[config.mk]
export PLATFORM = sky130hd
export DESIGN_NAME = mem_bus_arbiter
export DESIGN_NICKNAME = d
export VERILOG_FILES = /design/src/rtl/mem_bus_pkg.sv /design/src/rtl/mem_bus_arbiter_owner_fifo.sv /design/src/rtl/mem_bus_arbiter.sv
export SDC_FILE = /design/constraint.sdc
export NUM_CORES = 1
export LEC_CHECK = 0
export BUFFER_PORTS_ARGS = -buffer_cell sky130_fd_sc_hd__buf_2
export CORE_AREA = 2 2 126 128
export CTS_BUF_LIST = sky130_fd_sc_hd__clkbuf_2 sky130_fd_sc_hd__clkbuf_4 sky130_fd_sc_hd__clkbuf_8
export CTS_CLUSTER_DIAMETER = 120
export CTS_CLUSTER_SIZE = 8
export DETAILED_ROUTE_END_ITERATION = 6
export DIE_AREA = 0 0 128 130
export SLEW_MARGIN = 0
export SYNTH_ARGS = -nofsm -noshare
export SYNTH_HDL_FRONTEND = slang
export SYNTH_HIERARCHICAL = 1
export SYNTH_SLANG_ARGS = --single-unit
export TNS_END_PERCENT = 5
[constraint.sdc]
create_clock -name clk -period 3.1 [get_ports clk]
set_input_delay 0.465 -clock clk [delete_from_list [all_inputs] [get_ports clk]]
set_output_delay 0.465 -clock clk [all_outputs]
set_load 0.05 [all_outputs]
[src/rtl/mem_bus_pkg.sv]
// Shared encodings and bus widths for the inst/data memory-port arbiter.
// Imported by the owner FIFO and the arbiter top level.
package mem_bus_pkg;

    localparam int ADDR_W = 32;
    localparam int DATA_W = 32;
    localparam int STRB_W = 4;

    localparam logic OWNER_INST = 1'b0;
    localparam logic OWNER_DATA = 1'b1;

    typedef enum logic [1:0] {
        SIZE_BYTE = 2'd0,
        SIZE_HALF = 2'd1,
        SIZE_WORD = 2'd2
    } size_e;

    typedef struct packed {
        logic              req;
        logic              wr;
        logic [1:0]        size;
        logic [STRB_W-1:0] wstrb;
        logic [ADDR_W-1:0] addr;
        logic [DATA_W-1:0] wdata;
    } sram_req_t;

endpackage

[src/rtl/mem_bus_arbiter_owner_fifo.sv]
// In-order record of which channel owns each accepted, unreturned request.
// One bit per entry; push ignored when full, pop ignored when empty.
module owner_fifo
    import mem_bus_pkg::*;
#(
    parameter int DEPTH = 4
) (
    input  logic clk,
    input  logic reset,
    input  logic push,
    input  logic din,
    input  logic pop,
    output logic head,
    output logic full,
    output logic empty
);

    localparam int PW = $clog2(DEPTH);
    localparam logic [PW:0] CNT_FULL = (PW + 1)'(DEPTH);

    logic [DEPTH-1:0] r_mem;
    logic [PW-1:0]    r_wptr;
    logic [PW-1:0]    r_rptr;
    logic [PW:0]      r_count;

    logic w_do_push;
    logic w_do_pop;

    assign full      = (r_count == CNT_FULL);
    assign empty     = (r_count == '0);
    assign w_do_push = push & ~full;
    assign w_do_pop  = pop & ~empty;
    assign head      = r_mem[r_rptr];

    always_ff @(posedge clk) begin
        if (w_do_push) begin
            r_mem[r_wptr] <= din;
        end
    end

    // Pointers are log2(DEPTH) wide so they wrap without explicit compare.
    always_ff @(posedge clk) begin
        if (reset) begin
            r_wptr  <= '0;
            r_rptr  <= '0;
            r_count <= '0;
        end else begin
            if (w_do_push) begin
                r_wptr <= r_wptr + 1'b1;
            end
            if (w_do_pop) begin
                r_rptr <= r_rptr + 1'b1;
            end
            case ({w_do_push, w_do_pop})
                2'b10:   r_count <= r_count + 1'b1;
                2'b01:   r_count <= r_count - 1'b1;
                default: r_count <= r_count;
            endcase
        end
    end

endmodule

[src/rtl/mem_bus_arbiter.sv]
// Two-to-one sram-like arbiter: data over inst, stalled grants pinned,
// responses routed back to their owner through an in-order owner FIFO.
module mem_bus_arbiter
    import mem_bus_pkg::*;
#(
    parameter int OUTSTANDING = 4
) (
    input  logic              clk,
    input  logic              reset,

    input  logic              inst_req,
    input  logic              inst_wr,
    input  logic [1:0]        inst_size,
    input  logic [STRB_W-1:0] inst_wstrb,
    input  logic [ADDR_W-1:0] inst_addr,
    input  logic [DATA_W-1:0] inst_wdata,
    output logic              inst_addr_ok,
    output logic              inst_data_ok,
    output logic [DATA_W-1:0] inst_rdata,

    input  logic              data_req,
    input  logic              data_wr,
    input  logic [1:0]        data_size,
    input  logic [STRB_W-1:0] data_wstrb,
    input  logic [ADDR_W-1:0] data_addr,
    input  logic [DATA_W-1:0] data_wdata,
    output logic              data_addr_ok,
    output logic              data_data_ok,
    output logic [DATA_W-1:0] data_rdata,

    output logic              mem_req,
    output logic              mem_wr,
    output logic [1:0]        mem_size,
    output logic [STRB_W-1:0] mem_wstrb,
    output logic [ADDR_W-1:0] mem_addr,
    output logic [DATA_W-1:0] mem_wdata,
    input  logic              mem_addr_ok,
    input  logic              mem_data_ok,
    input  logic [DATA_W-1:0] mem_rdata,

    output logic              proto_err
);

    sram_req_t w_inst;
    sram_req_t w_data;
    sram_req_t w_sel;

    logic r_lock_valid;
    logic r_lock_owner;
    logic r_proto_err;

    logic w_grant;
    logic w_mem_req;
    logic w_accept;
    logic w_ret;
    logic w_fifo_full;
    logic w_fifo_empty;
    logic w_head;

    assign w_inst = '{
        req:   inst_req,
        wr:    inst_wr,
        size:  inst_size,
        wstrb: inst_wstrb,
        addr:  inst_addr,
        wdata: inst_wdata
    };

    assign w_data = '{
        req:   data_req,
        wr:    data_wr,
        size:  data_size,
        wstrb: data_wstrb,
        addr:  data_addr,
        wdata: data_wdata
    };

    // A stalled grant is held so the bus request never changes before accept.
    always_comb begin
        w_grant = OWNER_INST;
        if (r_lock_valid) begin
            w_grant = r_lock_owner;
        end else if (data_req) begin
            w_grant = OWNER_DATA;
        end
    end

    assign w_sel     = (w_grant == OWNER_DATA) ? w_data : w_inst;
    assign w_mem_req = w_sel.req & ~w_fifo_full & ~reset;
    assign w_accept  = w_mem_req & mem_addr_ok;
    assign w_ret     = mem_data_ok & ~w_fifo_empty & ~reset;

    assign mem_req   = w_mem_req;
    assign mem_wr    = w_sel.wr;
    assign mem_size  = w_sel.size;
    assign mem_wstrb = w_sel.wstrb;
    assign mem_addr  = w_sel.addr;
    assign mem_wdata = w_sel.wdata;

    assign inst_addr_ok = w_accept & (w_grant == OWNER_INST);
    assign data_addr_ok = w_accept & (w_grant == OWNER_DATA);

    assign inst_data_ok = w_ret & (w_head == OWNER_INST);
    assign data_data_ok = w_ret & (w_head == OWNER_DATA);
    assign inst_rdata   = mem_rdata;
    assign data_rdata   = mem_rdata;

    assign proto_err = r_proto_err & ~reset;

    owner_fifo #(
        .DEPTH (OUTSTANDING)
    ) u_owner_fifo (
        .clk   (clk),
        .reset (reset),
        .push  (w_accept),
        .din   (w_grant),
        .pop   (w_ret),
        .head  (w_head),
        .full  (w_fifo_full),
        .empty (w_fifo_empty)
    );

    always_ff @(posedge clk) begin
        if (reset) begin
            r_lock_valid <= 1'b0;
            r_lock_owner <= OWNER_INST;
        end else if (w_accept) begin
            r_lock_valid <= 1'b0;
        end else if (w_mem_req) begin
            r_lock_valid <= 1'b1;
            r_lock_owner <= w_grant;
        end
    end

    always_ff @(posedge clk) begin
        if (reset) begin
            r_proto_err <= 1'b0;
        end else if (mem_data_ok & w_fifo_empty) begin
            r_proto_err <= 1'b1;
        end
    end

endmodule

# ---- Word-level counts from Yosys, hierarchy flattened
# Index checks and enable logic that the tools add are counted.
dict set report op_classes {
  add_sub_neg 4
  n_mul 0
  div 0
  n_lt_le_gt_ge 3
  eq_ne 3
  n_shift 0
  n_mux 9
  n_bitwise 19
  n_reduce_logical 5
}
# cell count
set ops {}
lappend ops {{2-to-1 mux 72 bit} 1}
lappend ops {{AND 1 bit} 13}
lappend ops {{less-than comparator 2 x 3 -> 1 bit (second input constant)} 2}
lappend ops {{inverter 1 bit} 6}
lappend ops {{one-hot mux 3 bit (2 select lines)} 1}
lappend ops {{adder 2 x 1 -> 2 bit (second input constant)} 2}
lappend ops {{bitwise mux 4 bit} 1}
lappend ops {{2-to-1 mux 1 bit} 4}
lappend ops {{adder 3 x 1 -> 3 bit (second input constant)} 1}
lappend ops {{== test 3 bit (second input constant)} 1}
lappend ops {{logical NOT 3 bit} 1}
lappend ops {{subtractor 3 x 1 -> 3 bit (second input constant)} 1}
lappend ops {{binary-select mux 1 bit (select 2 bit)} 1}
lappend ops {{demux 1 bit (select 2 bit)} 1}
lappend ops {{== test 2 x 1 -> 1 bit (second input constant)} 1}
lappend ops {{== test 2 bit (second input constant)} 1}
lappend ops {{greater-or-equal comparator 2 x 1 -> 1 bit (second input constant)} 1}
lappend ops {{AND reduction 2 bit} 1}
lappend ops {{nonzero test 2 bit} 1}
lappend ops {{OR reduction 2 bit} 1}
lappend ops {{logical AND 1 bit} 1}
dict set report totals {
  ff_bits 14
  latch_bits 0
  mem_bits_rw 0
  romBits 0
  inputBits 180
  out_inout_bits 141
  word_cells 50
  n_memories 0
}

# ---- Longest topological paths before layout
# Gate-level depths: netlist of run 1.
dict set report logic_depth {
  depth_word 9
  ltp_mapped 12
  mapped_depth_nobuf 12
}

# ---- Hierarchy
# Netlist of run 1, hierarchy kept.
# module n_inst cells_each area_each_um2
set by_module_without_submodules {}
lappend by_module_without_submodules {mem_bus_arbiter 1 165 1596.5}
lappend by_module_without_submodules {owner_fifo 1 55 570.5}

# ---- Worst setup path after synthesis of run 1
# Ideal clock, no wire load.
dict set report synth_path {
  path_kind {register to register}
  startpoint {register u_owner_fifo.r_count[2]}
  endpoint {register u_owner_fifo.r_count[2]}
  setup_time_ps 70
  arrival_time_ps 2450
  t_required_ps 3030
  path_slack_ps 580
  path_stages_with_launch 13
  n_path_buf 0
  cell_sequence {dfxtp_1 nor3b_2 o21bai_1 a2111oi_2 inv_1 nor2_1 inv_1 ha_1 inv_1 fa_1 xor2_1 or3_1 a21oi_1}
}
dict set report synth_via {
  elab_chain_cells 8
}
# item line
set synth_lines {}
lappend synth_lines {{from (decl)} mem_bus_arbiter_owner_fifo.sv:24} ;# logic [PW:0] r_count;
lappend synth_lines {{from (signal assigned)} mem_bus_arbiter_owner_fifo.sv:55} ;# 2'b10: r_count <= r_count + 1'b1;
lappend synth_lines {{from (signal assigned)} mem_bus_arbiter_owner_fifo.sv:56} ;# 2'b01: r_count <= r_count - 1'b1;
lappend synth_lines {{from (signal assigned)} mem_bus_arbiter_owner_fifo.sv:57} ;# default: r_count <= r_count;
lappend synth_lines {{== test 3 bit *} mem_bus_arbiter_owner_fifo.sv:29} ;# assign full = (r_count == CNT_FULL);
lappend synth_lines {{via w_fifo_full} mem_bus_arbiter.sv:56} ;# logic w_fifo_full;
lappend synth_lines {{inverter 1 bit *} mem_bus_arbiter.sv:89} ;# assign w_mem_req = w_sel.req & ~w_fifo_full & ~reset;
lappend synth_lines {{AND 1 bit * (2 in a row)} mem_bus_arbiter.sv:89}
lappend synth_lines {{AND 1 bit *} mem_bus_arbiter.sv:90} ;# assign w_accept = w_mem_req & mem_addr_ok;
lappend synth_lines {{via w_accept} mem_bus_arbiter.sv:54} ;# logic w_accept;
lappend synth_lines {{AND 1 bit *} mem_bus_arbiter_owner_fifo.sv:31} ;# assign w_do_push = push & ~full;
lappend synth_lines {{== test 2 x 1 -> 1 bit or == test 2 bit (tied branches)} mem_bus_arbiter_owner_fifo.sv:54} ;# case ({w_do_push, w_do_pop})
lappend synth_lines {{one-hot mux 3 bit (2 select lines) or nonzero test 2 bit (tied branches)} --}
# Mark *: on every way through the listed nets, which the timed path passes. The rest lies on a longest branch.
# A chain may end at the register's enable or synchronous reset.

# ---- Worst setup path after layout of run 1
# Ends and elaborated chain as after synthesis.

==> results of run 1 <==
-- power by group --
group,internal (mW),switching (mW),total [mW]
Combinational,0.237,0.522,0.759
Sequential,0.196,0.00872,0.205
Clock,0.0876,0.0630,0.151
-- cell type report --
type,count,area (um^2)
clock inverter,1,3.75
inverter,10,37.5
fill,1773,12300
antenna,1,2.50
sequential,14,320
multi-input combinational,125,1250
clock buffer,3,41.3
tap,192,240
timing repair buffer,229,1180
-- flip-flops by register name (all words and copies together), names as in the netlist --
name and cells:
u_owner_fifo/r_wptr 2, r_lock_valid 1, u_owner_fifo/r_rptr 2, r_lock_owner 1
u_owner_fifo/r_count 3, r_proto_err 1, u_owner_fifo/r_mem 4
-- synth_stat cells --
master | instances | area [um^2]
a2111oi_2 | 1 | 15.0
a211oi_1 | 1 | 7.51
a21oi_1 | 7 | 35.0
and2_1 | 7 | 43.8
buf_4 | 65 | 488
buf_6 | 6 | 67.6
dfxtp_1 | 10 | 200
edfxtp_1 | 4 | 120
fa_1 | 1 | 20.0
ha_1 | 5 | 62.6
inv_1 | 10 | 37.5
mux2_1 | 60 | 676
mux2_2 | 3 | 33.8
mux2_4 | 8 | 120
mux2i_1 | 1 | 10.0
mux2i_4 | 1 | 22.5
mux4_2 | 1 | 22.5
nand2_1 | 1 | 3.75
nand3b_1 | 1 | 7.51
nor2_1 | 6 | 22.5
nor2b_1 | 3 | 18.8
nor3_1 | 1 | 5.00
nor3_2 | 1 | 10.0
nor3b_1 | 1 | 7.51
nor3b_2 | 1 | 12.5
o21ai_0 | 4 | 20.0
o21bai_1 | 1 | 7.51
o31ai_1 | 2 | 15.0
or3_1 | 3 | 18.8
or4b_2 | 1 | 10.0
xor2_1 | 3 | 26.3
-- layer usage --
| layer | part of all wire, % | vias up |
|---|---|---|
| li1 | - | 1022 |
| met1 | 39 | 950 |
| met2 | 52 | 129 |
| met3 | 8.0 | 9 |
| met4 | 0.62 | 0 |
| met5 | 0 | - |
-- metrics by stage --
stage	power [mW]	worst slack [ns]	area (um^2)	instances	utilization (%)
2_1_floorplan	0.963	0.580	2170	220	-
3_3_place_gp	0.972	0.515	3040	570	19.7
3_5_place_dp	0.972	0.408	3040	570	19.7
4_1_cts	1.13	0.380	3080	574	20.0
5_1_grt	1.17	0.172	3080	574	20.0
6_report	1.11	0.390	3080	575	20.0
-- cell families after synthesis --
group,count (synthesis)
and+or+nand+nor,26
adders and majority gates,6
DFF,14
AOI/OAI and AO/OA,16
xor gates and xnor gates,3
muxes,74
buffers and inverters,81
-- critical path: cells and delay by family (launching register included) --
family / cells / cell delay (ns)
DFF: 1 / 0.40
buffers and inverters: 3 / 0.25
AOI/OAI and AO/OA: 3 / 0.50
adders and majority gates: 2 / 0.55
and+or+nand+nor: 3 / 0.78
xor gates and xnor gates: 1 / 0.16
-- final timing paths --
| kind | end | slack (ns) | cells past startpoint |
|---|---|---|---|
| max | u_owner_fifo/r_count[2] | 0.39 | 12 |
| max reg2reg | u_owner_fifo/r_count[2] | 0.39 | 12 |
| min | r_proto_err | 0.46 | 2 |
| min reg2reg | r_proto_err | 0.46 | 2 |
==> impl_metrics.toml, run 1 <==
[placed_design]
dp.final_hpwl_mm = 8.02
numPortBuffers = 224
gp_congestion = 0.893

[run_status]
status = "complete, no violations"

[floorplanning]
fp.dieH_um = 130
core_area_mm2 = 0.0154
die_w_um = 128
dieArea_mm2 = 0.0166
rows = 46
io_pins = 321
initial_utilization_pct = 14.0

[global_route]
first_global_vias = 2054
grt_use_total_pct = 9.92
busiest_layer = "met2"
grtUsageMet2_pct = 18.5
use_met3_pct = 2.46
grt_pass1_wl_mm = 12.4
met1_usage_pct = 11.6
grt_overflow_total = 0
antenna_found_initial = 0
grt_max_degree = 28

[sta]
worst_clock_skew_ns = 0.00339
worst_slew_pin_slew_ns = 0.521
fin_crit_ns = 2.71
fin_crit_sh_pct = 87.4
setup_tns_ns = 0
whs_ns = 0.457
slew_violations = 0
setup_viol = 0
max_clock_freq_mhz = 369
rsz0062_at_grt = "no"
slew_headroom_pct = 64.5
finalHoldViolations = 0

[worst_hold_path]
holdCritPathClass = "reg -> reg"
min-delay-start = "r_proto_err"

[clock_tree]
root_buffer = "clkbuf_8"
h-tree-depth = 1
cts_hold_buf = 0
clock-sinks = 14
cts_resized = 0
numCtsBuffers = 3
postCtsSetupBuffers = 0
path_clk_slew_ns = 0.06
cts_tree = "yes"
insertion_delay_ns = 0.24
clockBufferDepth = 2

[route]
routed_wl_mm = 8.87
drt-initial-drc-count = 52
drt-vias-per-instance = 3.67
ant_nets = 0
wl_per_cell_um = 15.4
drc = 0
drt-pass1-iter-count = 4
vias = 2110

[synth]
synth-warning-count = 6
synth_fp_nets = 406
ys_seq_area_share_pct = 14.8
synth_top_family_by_area = "multiplexers"
ys_ff_latch = 14
synth_xor_area_share_pct = 1.21
synth-simple-area-share_pct = 7.39
synth.mux.area_fraction_pct = 40.8
synthCells = 220
synth_fa_ha_area_share_pct = 3.81
synth_compound_area_share_pct = 4.62
avgSynthCellArea_um2 = 9.85
synth_cell_type_count = 31
netlist_area_mm2 = 0.00217

[layout]
final_common_cell = "buf_2"
nets = 569
syn_to_final_growth_pct = 42.3
final_cell_mix = "buf_2, mux2_1, inv_1, dfxtp_1, mux2_4"
drive_above_1_share_pct = 65.2

[worst_setup_path]
end_kind = "register"
critical_path.cell_chain = "nor3b_2 > o21bai_1 > a2111oi_2 > inv_1 > nor2_1 > inv_1 > ha_1 > inv_1 > fa_1 > xor2_1 > or3_1 > a21oi_1"
start_kind = "register"
crit_top_cell = "inv_1"
arrival_ns = 2.89
cp_slowest_stage_delay_ns = 0.40
crit_type = "reg -> reg"
cp_slowest_cell = "dfxtp_1"
crit_required_ns = 3.28
cp_max_fo = 7
crit_start = "u_owner_fifo/r_count[2]"
worstReg2RegStart = "u_owner_fifo/r_count[2]"

[power]
irDropWorstVdd_uv = 190
p_leak_nw = 1.56
power.density_mw_per_mm2 = 361

[job]
cap_violations = 0
No activity file was read; power rests on OpenSTA's default activity.
==> run 2: changes to the inputs <==
CTS_CLUSTER_DIAMETER = 30   (was 120)
RECOVER_POWER = 100   (was unset)
==> run 2 against run 1 <==
  * Clock power about the same
  * Cell count unchanged
  * Final area decreased by 2.5%
  * Count of clock-buffer cells in the layout unchanged
  * Critical path type is now reg -> out
  * Highest routed layer unchanged
==> impl_metrics.toml, run 2 (synthesized netlist as in run 1, its figures left out) <==
[run_status]
status = "complete, no violations"

[layout]
final_common_cell = "buf_2"
top_regs = "u_owner_fifo/r_mem: 4 flops, u_owner_fifo/r_count: 3 flops"
nets = 569
drive_above_1_share_pct = 51.0
top_register = "u_owner_fifo/r_mem"
utilization_pct = 19.5
final_cell_mix = "buf_2, mux2_1, clkbuf_1"
syn_to_final_growth_pct = 38.7
largest_reg_flops = 4
postLayoutCellArea_mm2 = 0.00301

[route]
drc = 0
vias = 2104
drt-pass1-iter-count = 4
ant_nets = 0
drt-initial-drc-count = 56
drt-vias-per-instance = 3.66
wl_per_cell_um = 15.5
routed_wl_mm = 8.94

[power]
irDropWorstVdd_uv = 182
power.density_mw_per_mm2 = 365
p_leak_nw = 1.41

[floorplanning]
initial_utilization_pct = 14.0
rows = 46
die_w_um = 128
dieArea_mm2 = 0.0166
fp.dieH_um = 130
core_area_mm2 = 0.0154
io_pins = 321

[worst_setup_path]
cp_max_fo = 12
end_kind = "output pin"
r2r_setup_slack_ns = 0.40
arrival_ns = 2.33
start_kind = "register"
worstReg2RegStart = "u_owner_fifo/r_count[2]"
crit_required_ns = 2.63
crit_start = "r_lock_valid"
crit_type = "reg -> out"

[clock_tree]
insertion_delay_ns = 0.24
h-tree-depth = 1
cts_resized = 0
postCtsSetupBuffers = 0
numCtsBuffers = 3
clockBufferDepth = 2
path_clk_slew_ns = 0.05
root_buffer = "clkbuf_8"
cts_tree = "yes"
cts_hold_buf = 0
clock-sinks = 14

[sta]
worst_slew_pin_slew_ns = 0.676
slew_headroom_pct = 55.1
slew_violations = 0
worst_clock_skew_ns = 0.00339
finalHoldViolations = 0
whs_ns = 0.457
setup_viol = 0
rsz0062_at_grt = "no"
fin_crit_sh_pct = 90.2
fin_crit_ns = 2.79
max_clock_freq_mhz = 358
setup_tns_ns = 0

[global_route]
grt_use_total_pct = 9.92
first_global_vias = 2054
grt_pass1_wl_mm = 12.4
grt_max_degree = 28
grt_overflow_total = 0
antenna_found_initial = 0

[worst_hold_path]
holdCritPathClass = "reg -> reg"
min-delay-start = "r_proto_err"

[placed_design]
dp.final_hpwl_mm = 8.02
numPortBuffers = 224
gp_congestion = 0.893
placed_cell_area_mm2 = 0.00304

[job]
cap_violations = 0
## run 2: critical path, stage by stage (launching register included)
cell,delay [ns]
dfxtp_1,0.49
mux2i_4,0.56
clkbuf_2,0.39
mux2_1,0.39
clkbuf_2,0.25
## run 2: worst paths after layout
| check | to | depth (start not counted) |
|---|---|---|
| worst min-delay path | r_proto_err | 2 |
| worst max register to register | u_owner_fifo/r_count[2] | 12 |
| worst min register to register | r_proto_err | 2 |
| worst max-delay path | mem_wdata[24] | 4 |
## run 2: area by class of cell
cell class	instances	area (um^2)
Fill cell	1804	12400
Multi-Input combinational cell	125	1250
Timing Repair Buffer	229	1110
Sequential cell	14	320
Tap cell	192	240
Clock buffer	3	41.3
Inverter	10	37.5
Clock inverter	1	3.75
Antenna cell	1	2.50
## run 2: through the flow
step	total power, mW	instances	setup WS, ns
2_1_floorplan	0.963	220	0.580
3_3_place_gp	0.972	570	0.515
3_5_place_dp	0.972	570	0.408
4_1_cts	1.13	574	0.380
5_1_grt	1.15	574	0.145
6_report	1.10	575	0.305
## run 2: where the power goes
part / internal, mW / switching (mW) / total (mW)
Combinational: 0.215 / 0.526 / 0.741
Clock: 0.0876 / 0.0630 / 0.151
Sequential: 0.196 / 0.00843 / 0.204
Total: 0.499 / 0.597 / 1.10
## run 2: routing by layer
metal / routed length, um / vias up / track usage, %
li1: - / 1023 / -
met1: 3530 / 946 / 11.6
met2: 4650 / 126 / 18.5
met3: 710 / 9 / 2.46
met4: 55 / 0 / 1.81
met5: 0 / - / 0
